`src/rtl/delay_timer.sv`:
```
// delay_timer
//   Counts a programmable number of time units, each PRESCALE clocks long
//   (PRESCALE = UNIT_COUNTS_US * CLK_MHZ). A run can be cancelled by dropping
//   delay_enable_in.
//
// Ports
//   clock_in              : single clock, all logic on its rising edge
//   reset_in              : synchronous, active-high reset
//   delay_enable_in       : permits a start and keeps a running delay alive
//   delay_start_strobe_in : start request, level-sampled
//   delay_value_in        : delay length in units (0 behaves as a 1-cycle delay)
//   delay_busy_out        : high while a delay is running
//   delay_done_out        : one-cycle pulse on normal completion
//   delay_abort_out       : one-cycle pulse when a running delay is cancelled
//
// Start handshake: a start is taken on a rising edge where the strobe is 1,
// enable is 1 and the timer is armed. The timer becomes armed on any edge
// that samples the strobe low and disarms when a start is taken, so a strobe
// held high produces exactly one run. Starts are only taken in IDLE or DONE.
module delay_timer #(
  parameter int UNIT_COUNTS_US = 10,
  parameter int CLK_MHZ        = 8,
  parameter int DELAY_BITS     = 16
) (
  input  logic                  clock_in,
  input  logic                  reset_in,
  input  logic                  delay_enable_in,
  input  logic                  delay_start_strobe_in,
  input  logic [DELAY_BITS-1:0] delay_value_in,
  output logic                  delay_busy_out,
  output logic                  delay_done_out,
  output logic                  delay_abort_out
);

  localparam int PRESCALE = UNIT_COUNTS_US * CLK_MHZ;
  localparam int PW       = (PRESCALE > 1) ? $clog2(PRESCALE) : 1;

  localparam logic [PW-1:0]         PRESC_RELOAD = PW'(PRESCALE - 1);
  localparam logic [PW-1:0]         PRESC_ONE    = PW'(1);
  localparam logic [DELAY_BITS-1:0] UNIT_ONE     = DELAY_BITS'(1);

  typedef enum logic [1:0] {
    IDLE  = 2'd0,
    COUNT = 2'd1,
    DONE  = 2'd2
  } state_t;

  state_t                  state, state_nxt;
  logic [PW-1:0]           presc, presc_nxt;
  logic [DELAY_BITS-1:0]   units, units_nxt;
  logic                    armed, armed_nxt;
  logic                    accept;
  logic                    abort;

  always_comb begin
    state_nxt = state;
    presc_nxt = presc;
    units_nxt = units;
    accept    = 1'b0;
    abort     = 1'b0;

    case (state)
      IDLE, DONE: begin
        // DONE lasts exactly one cycle but may start the next run directly.
        state_nxt = IDLE;
        if (delay_start_strobe_in && delay_enable_in && armed) begin
          accept    = 1'b1;
          state_nxt = COUNT;
          presc_nxt = PRESC_RELOAD;
          units_nxt = delay_value_in;
        end
      end
      COUNT: begin
        // Cancellation wins over expiry in the same cycle.
        if (!delay_enable_in) begin
          abort     = 1'b1;
          state_nxt = IDLE;
        end else if ((units == '0) || ((presc == '0) && (units == UNIT_ONE))) begin
          // Value 0 expires after one cycle; otherwise the last unit ran out.
          // Units are never decremented below 1, so no wrap-around.
          state_nxt = DONE;
        end else if (presc == '0) begin
          presc_nxt = PRESC_RELOAD;
          units_nxt = units - UNIT_ONE;
        end else begin
          presc_nxt = presc - PRESC_ONE;
        end
      end
      default: state_nxt = IDLE;
    endcase

    if (accept)
      armed_nxt = 1'b0;
    else if (!delay_start_strobe_in)
      armed_nxt = 1'b1;
    else
      armed_nxt = armed;
  end

  // Outputs are flopped from the next-state decode so they line up with state.
  always_ff @(posedge clock_in) begin
    if (reset_in) begin
      state           <= IDLE;
      presc           <= '0;
      units           <= '0;
      armed           <= 1'b0;
      delay_busy_out  <= 1'b0;
      delay_done_out  <= 1'b0;
      delay_abort_out <= 1'b0;
    end else begin
      state           <= state_nxt;
      presc           <= presc_nxt;
      units           <= units_nxt;
      armed           <= armed_nxt;
      delay_busy_out  <= (state_nxt == COUNT);
      delay_done_out  <= (state_nxt == DONE);
      delay_abort_out <= abort;
    end
  end

endmodule
```
`config.mk`:
```
export PLATFORM = sky130hd
export DESIGN_NAME = delay_timer
export DESIGN_NICKNAME = d
export VERILOG_FILES = /design/src/rtl/delay_timer.sv
export SDC_FILE = /design/constraint.sdc
export NUM_CORES = 1
export LEC_CHECK = 0
export ABC_CLOCK_PERIOD_IN_PS = 3400
export CORE_ASPECT_RATIO = 1.2
export CORE_UTILIZATION = 34
export DETAILED_ROUTE_END_ITERATION = 12
export PLACE_DENSITY_LB_ADDON = 0.3
export SYNTH_ARGS = -nofsm -noshare
export SYNTH_HDL_FRONTEND = slang
export SYNTH_SLANG_ARGS = --single-unit
export TNS_END_PERCENT = 30
```
`constraint.sdc`:
```
create_clock -name clock_in -period 3.4 [get_ports clock_in]
set_input_delay 0.68 -clock clock_in [delete_from_list [all_inputs] [get_ports clock_in]]
set_output_delay 0.68 -clock clock_in [all_outputs]
set_load 0.005 [all_outputs]
```
# Word level (Yosys, flattened, before mapping)
# Cells that the tools add are included.
# totals
latch_bits,0
memories,0
input_bits,20
register_bits,29
ramBits,0
rom_bits,0
word_cells,49
# classes
shift,0
addsub,2
muxes,17
magnitude_cmp,0
n_mul,0
div_mod_pow,0
n_eq_ne,9
reduce_logical,13
n_bitwise,1
# ops
cell,count
16-bit 2-to-1 mux,4
16-bit one-hot mux with 2 select lines,1
7-bit 2-to-1 mux,4
"16-bit by 1-bit equality test with 1-bit output, second input constant",1
16-bit logical NOT,1
"16-bit by 1-bit subtractor with 16-bit output, second input constant",1
7-bit one-hot mux with 2 select lines,1
"2-bit != test, second input constant",4
7-bit logical NOT,1
"7-bit by 1-bit subtractor with 7-bit output, second input constant",1
2-bit OR reduction,3
5-bit AND reduction,1
"2-bit by 1-bit equality test with 1-bit output, second input constant",2
"2-bit equality test, second input constant",2
1-bit 2-to-1 mux,4
2-bit 2-to-1 mux,2
2-bit one-hot mux with 2 select lines,1
4-bit AND reduction,1
1-bit logical AND,3
2-bit logical NOT,1
2-bit nonzero test,1
1-bit logical OR,1
1-bit inverter,1

# Logic depth before layout (Yosys ltp)
# logic_depth
depth_word,7
depth_mapped,8

# Least setup slack after synthesis
# No wires, ideal clock.
# synth_path
path_kind,flip-flop to flip-flop
start,register presc[0]
end,register units[0]
arrival_ns,1.895
slack_ns,1.375
required_ns,3.271
n_path_buf,1
stages_incl_launch_ff,9
cell_sequence,dfxtp_1 > inv_1 > ha_1 > nor4b_1 > a31oi_1 > o211ai_1 > a21o_1 > buf_2 > o32ai_1
# synth_between
elab_chain_cells,5
# synth_lines
element,line_no,source
from (decl),49,"logic [PW-1:0] presc, presc_nxt;"
from (signal assigned),112,presc <= presc_nxt;
7-bit logical NOT (*),"78, 82",
1-bit logical AND,78,end else if ((units == '0) || ((presc == '0) && (units == UNIT_ONE))) begin
1-bit logical OR,78,
2-bit != test (no source line),n/a,
5-bit AND reduction (no source line) (*),n/a,
to (signal assigned),113,units <= units_nxt;
to (decl),50,"logic [DELAY_BITS-1:0] units, units_nxt;"
# Mark *: on every way between the ends. The rest lies on a longest branch, timed or not.
# A chain may end at the register's enable or synchronous reset.

# Worst setup path in the final report
# layout_path
start,register presc[0]
end,register units[6]
# Same word-level chain as after synthesis.

==> results.sh <==
export IMPL_die_h_um=78.93
export IMPL_ys_flop_type="dfxtp_1"
export IMPL_die_area_sq_um=5217
export IMPL_setup_violations=0
export IMPL_worstHoldPathType="reg -> reg"
export IMPL_arrival_ns=2.67
export IMPL_clk_pin_slew_ns=0.07
export IMPL_finalSetupTns_ns=0
export IMPL_fin_crit_ns=2.530
export IMPL_p_sw_share_pct=33.91
export IMPL_async_flop_share_pct=0
export IMPL_worst_ep_required_time_ns=3.54
export IMPL_cts_sinks=29
export IMPL_synth_area_leader_cell="dfxtp_1"
export IMPL_drive_gt1_share_pct=7.884
export IMPL_row_count=27
export IMPL_via_count=1728
export IMPL_final_net_count=263
export IMPL_antenna_found_initial=0
export IMPL_fin_worst_skew_ns=0.01036
export IMPL_cts_buffers=5
export IMPL_power_leakage_uw=0.0007538
export IMPL_combPwrFrac_pct=31.2
export IMPL_grt_usage_pct=19.13
export IMPL_yosysTopAreaCellShare_pct=34.63
export IMPL_slew_headroom_pct=53.29
export IMPL_status="finished clean"
export IMPL_yosys_register_bits=29
export IMPL_clkPwrFrac_pct=30.9
export IMPL_critPathMaxStageDelay_ns=0.50
export IMPL_ys_types=45
export IMPL_drt_pass1_iterations=4
export IMPL_syn_avg_cell_area_sq_um=7.691
export IMPL_critPathKind="reg -> reg"
export IMPL_max_freq_mhz=395.3
export IMPL_grt_pass1_wl_um=7603
export IMPL_crit_chain="inv_1 > ha_1 > nor4b_1 > a31oi_1 > o211ai_1 > a21o_1 > o32ai_1"
export IMPL_cap_violations=0
export IMPL_avgRoutedWirePerCell_um=15.27
export IMPL_start_util_pct=35.96
export IMPL_worstSetupStartpointType="flip-flop"
export IMPL_synth_edf_count=0
export IMPL_routabilityCongestion=0.8259
export IMPL_synth_nets=241
export IMPL_synth_area_leaders="dfxtp_1 (35%), a21oi_1 (9.6%), nor3_1 (4.8%), inv_1 (4.0%), nor2_1 (3.8%)"
export IMPL_fillers=483
export IMPL_slew_viol_final=0
export IMPL_coreArea_sq_um=4662
export IMPL_synth_area_sq_um=1677
export IMPL_cts_max_level=2
export IMPL_seqPwrFrac_pct=37.8
export IMPL_wl_um=4567
export IMPL_powerDensity_nw_per_um2=498.1
export IMPL_cts_tree="yes"
export IMPL_seq_area_sq_um=580.6
export IMPL_max_vdd_ir_drop_uv=260.8
export IMPL_hold_violations=0
export IMPL_cp_end_kind="flip-flop"
export IMPL_critPathMaxFanout=14
export IMPL_yosys_warnings=0
export IMPL_io_buffers=22
export IMPL_grt_pass1_vias=1613
export IMPL_ant_nets=0
export IMPL_ctsHoldBuffers=0
export IMPL_via_per_inst=5.779
export IMPL_min_period_over_period_pct=74.41
export IMPL_synthCells=218
export IMPL_rsz0062_at_grt="false"
export IMPL_dp_hpwl_um=3254
export IMPL_area_delta_synth_final_pct=22.84
export IMPL_drt_iter0_drc=102
export IMPL_grt_remaining_overflow=0
export IMPL_die_width_um=66.11
export IMPL_cp_slowest_cell="a21o_1"
export IMPL_root_buffer="clkbuf_8"
export IMPL_ctsResizeCount=0
export IMPL_yosysSeqAreaShare_pct=34.63
export IMPL_p_int_uw=677.9
export IMPL_critPathTopFamily="compound AO/OA/AOI/OAI gates"
export IMPL_cts_max_path_buffers=2
export IMPL_grt_max_degree=19
export IMPL_insertion_delay_ns=0.29
export IMPL_design_portCount=23
export IMPL_cts_setup_buffers=0
export IMPL_multiInputGateArea_sq_um=979.7
export IMPL_worst_slew_pin_slew_ns=0.6980
export IMPL_switchingPower_uw=347.8
export IMPL_n_antenna_cell=0
export IMPL_drc=0
export IMPL_critPathBufInv=1
export IMPL_p_total_uw=1026
[tightest hold or removal path: stages, from the launching register on]
cell,delay (ns)
dfxtp_1,0.32
inv_1,0.05
o22ai_1,0.05
[final timing paths]
kind | start | endpoint | slack, ns | depth (start not counted)
hold reg to reg | units[15] | units[15] | 0.48 | 2
setup reg to reg | presc[0] | units[6] | 0.87 | 7
hold / removal | units[15] | units[15] | 0.48 | 2
setup / recovery | presc[0] | units[6] | 0.87 | 7
[metal layers]
metal	GRT usage [%]	vias to the layer above	routed length, um
met5	0	-	0
met1	24.98	789	2098
li1	-	877	-
met4	10.43	0	116
met3	3.448	12	237
met2	29.39	50	2115
[flip-flops by register name, summed over array words and instances, names as in the netlist]
name,count
delay_abort_out,1
armed,1
delay_busy_out,1
state,2
units,16
delay_done_out,1
presc,7
[layout by cell type (no fill, tap or decap), types with 4 or more instances in the layout]
cell             instances
nor4_1                   7
inv_1                   18
a22oi_1                  6
clkdlybuf4s50_1         22
o32ai_1                  5
nand2b_1                 4
nor2_1                  17
a31oi_1                  8
dfxtp_1                 29
clkbuf_8                 7
nand2_1                  6
o22ai_1                  8
nor3_1                  16
a21oi_1                 32
o21ai_0                  6
buf_4                    5
[cells by family after synthesis]
group / Yosys count / share of synthesized area [%]
AOI/OAI and AO/OA: 84 / 32.02
and+or+nand+nor: 70 / 23.06
buffers and inverters: 30 / 6.940
DFF: 29 / 34.63
adders and majority gates: 3 / 2.239
xor gates and xnor gates: 1 / 0.5225
muxes: 1 / 0.5970
[cell type report]
| cell class | instances | area share [%] |
|---|---|---|
| inverters | 18 | 3.281 |
| well taps | 58 | 3.524 |
| repair buffers | 27 | 12.52 |
| flip-flops and latches | 29 | 28.19 |
| multi-input cells | 159 | 47.57 |
| clock inverters | 1 | 0.2430 |
| clock buffers | 7 | 4.678 |
[metrics by stage]
step	std cells	area (sq um)	utilization, %	worst slack, ns	hold slack (ns)
finish	299	2059	44.18	0.8701	0.4784
global route	299	2059	44.18	0.6218	0.4996
CTS	299	2059	44.18	0.8889	0.4751
detailed placement	291	1958	42.00	0.8709	0.4645
global placement	291	1958	42.00	0.9145	0.4551
floorplan	218	1677	-	1.375	0.4431
[synth_stat cells, types with 3 or more instances]
cell type / instances
o22ai_1: 8
nor4_1: 7
o32ai_1: 5
nor2_1: 17
clkbuf_1: 8
nand2_1: 6
nor3_1: 16
a31oi_1: 8
o21ai_0: 6
a311oi_1: 3
buf_2: 3
a21oi_1: 32
inv_1: 18
or4_1: 3
nand2b_1: 4
o21a_1: 3
ha_1: 3
dfxtp_1: 29
nand4_1: 3
a22oi_1: 6
[power groups by stage]
stage	clock (uW)	combinational (uW)	sequential (uW)
after detailed placement	0	315	395
after floorplan	0	226	389
after global routing	335	355	392
after global placement	0	315	395
after CTS	323	318	387
final	317	320	388
Note: power is estimated with default switching activity, not from simulation.
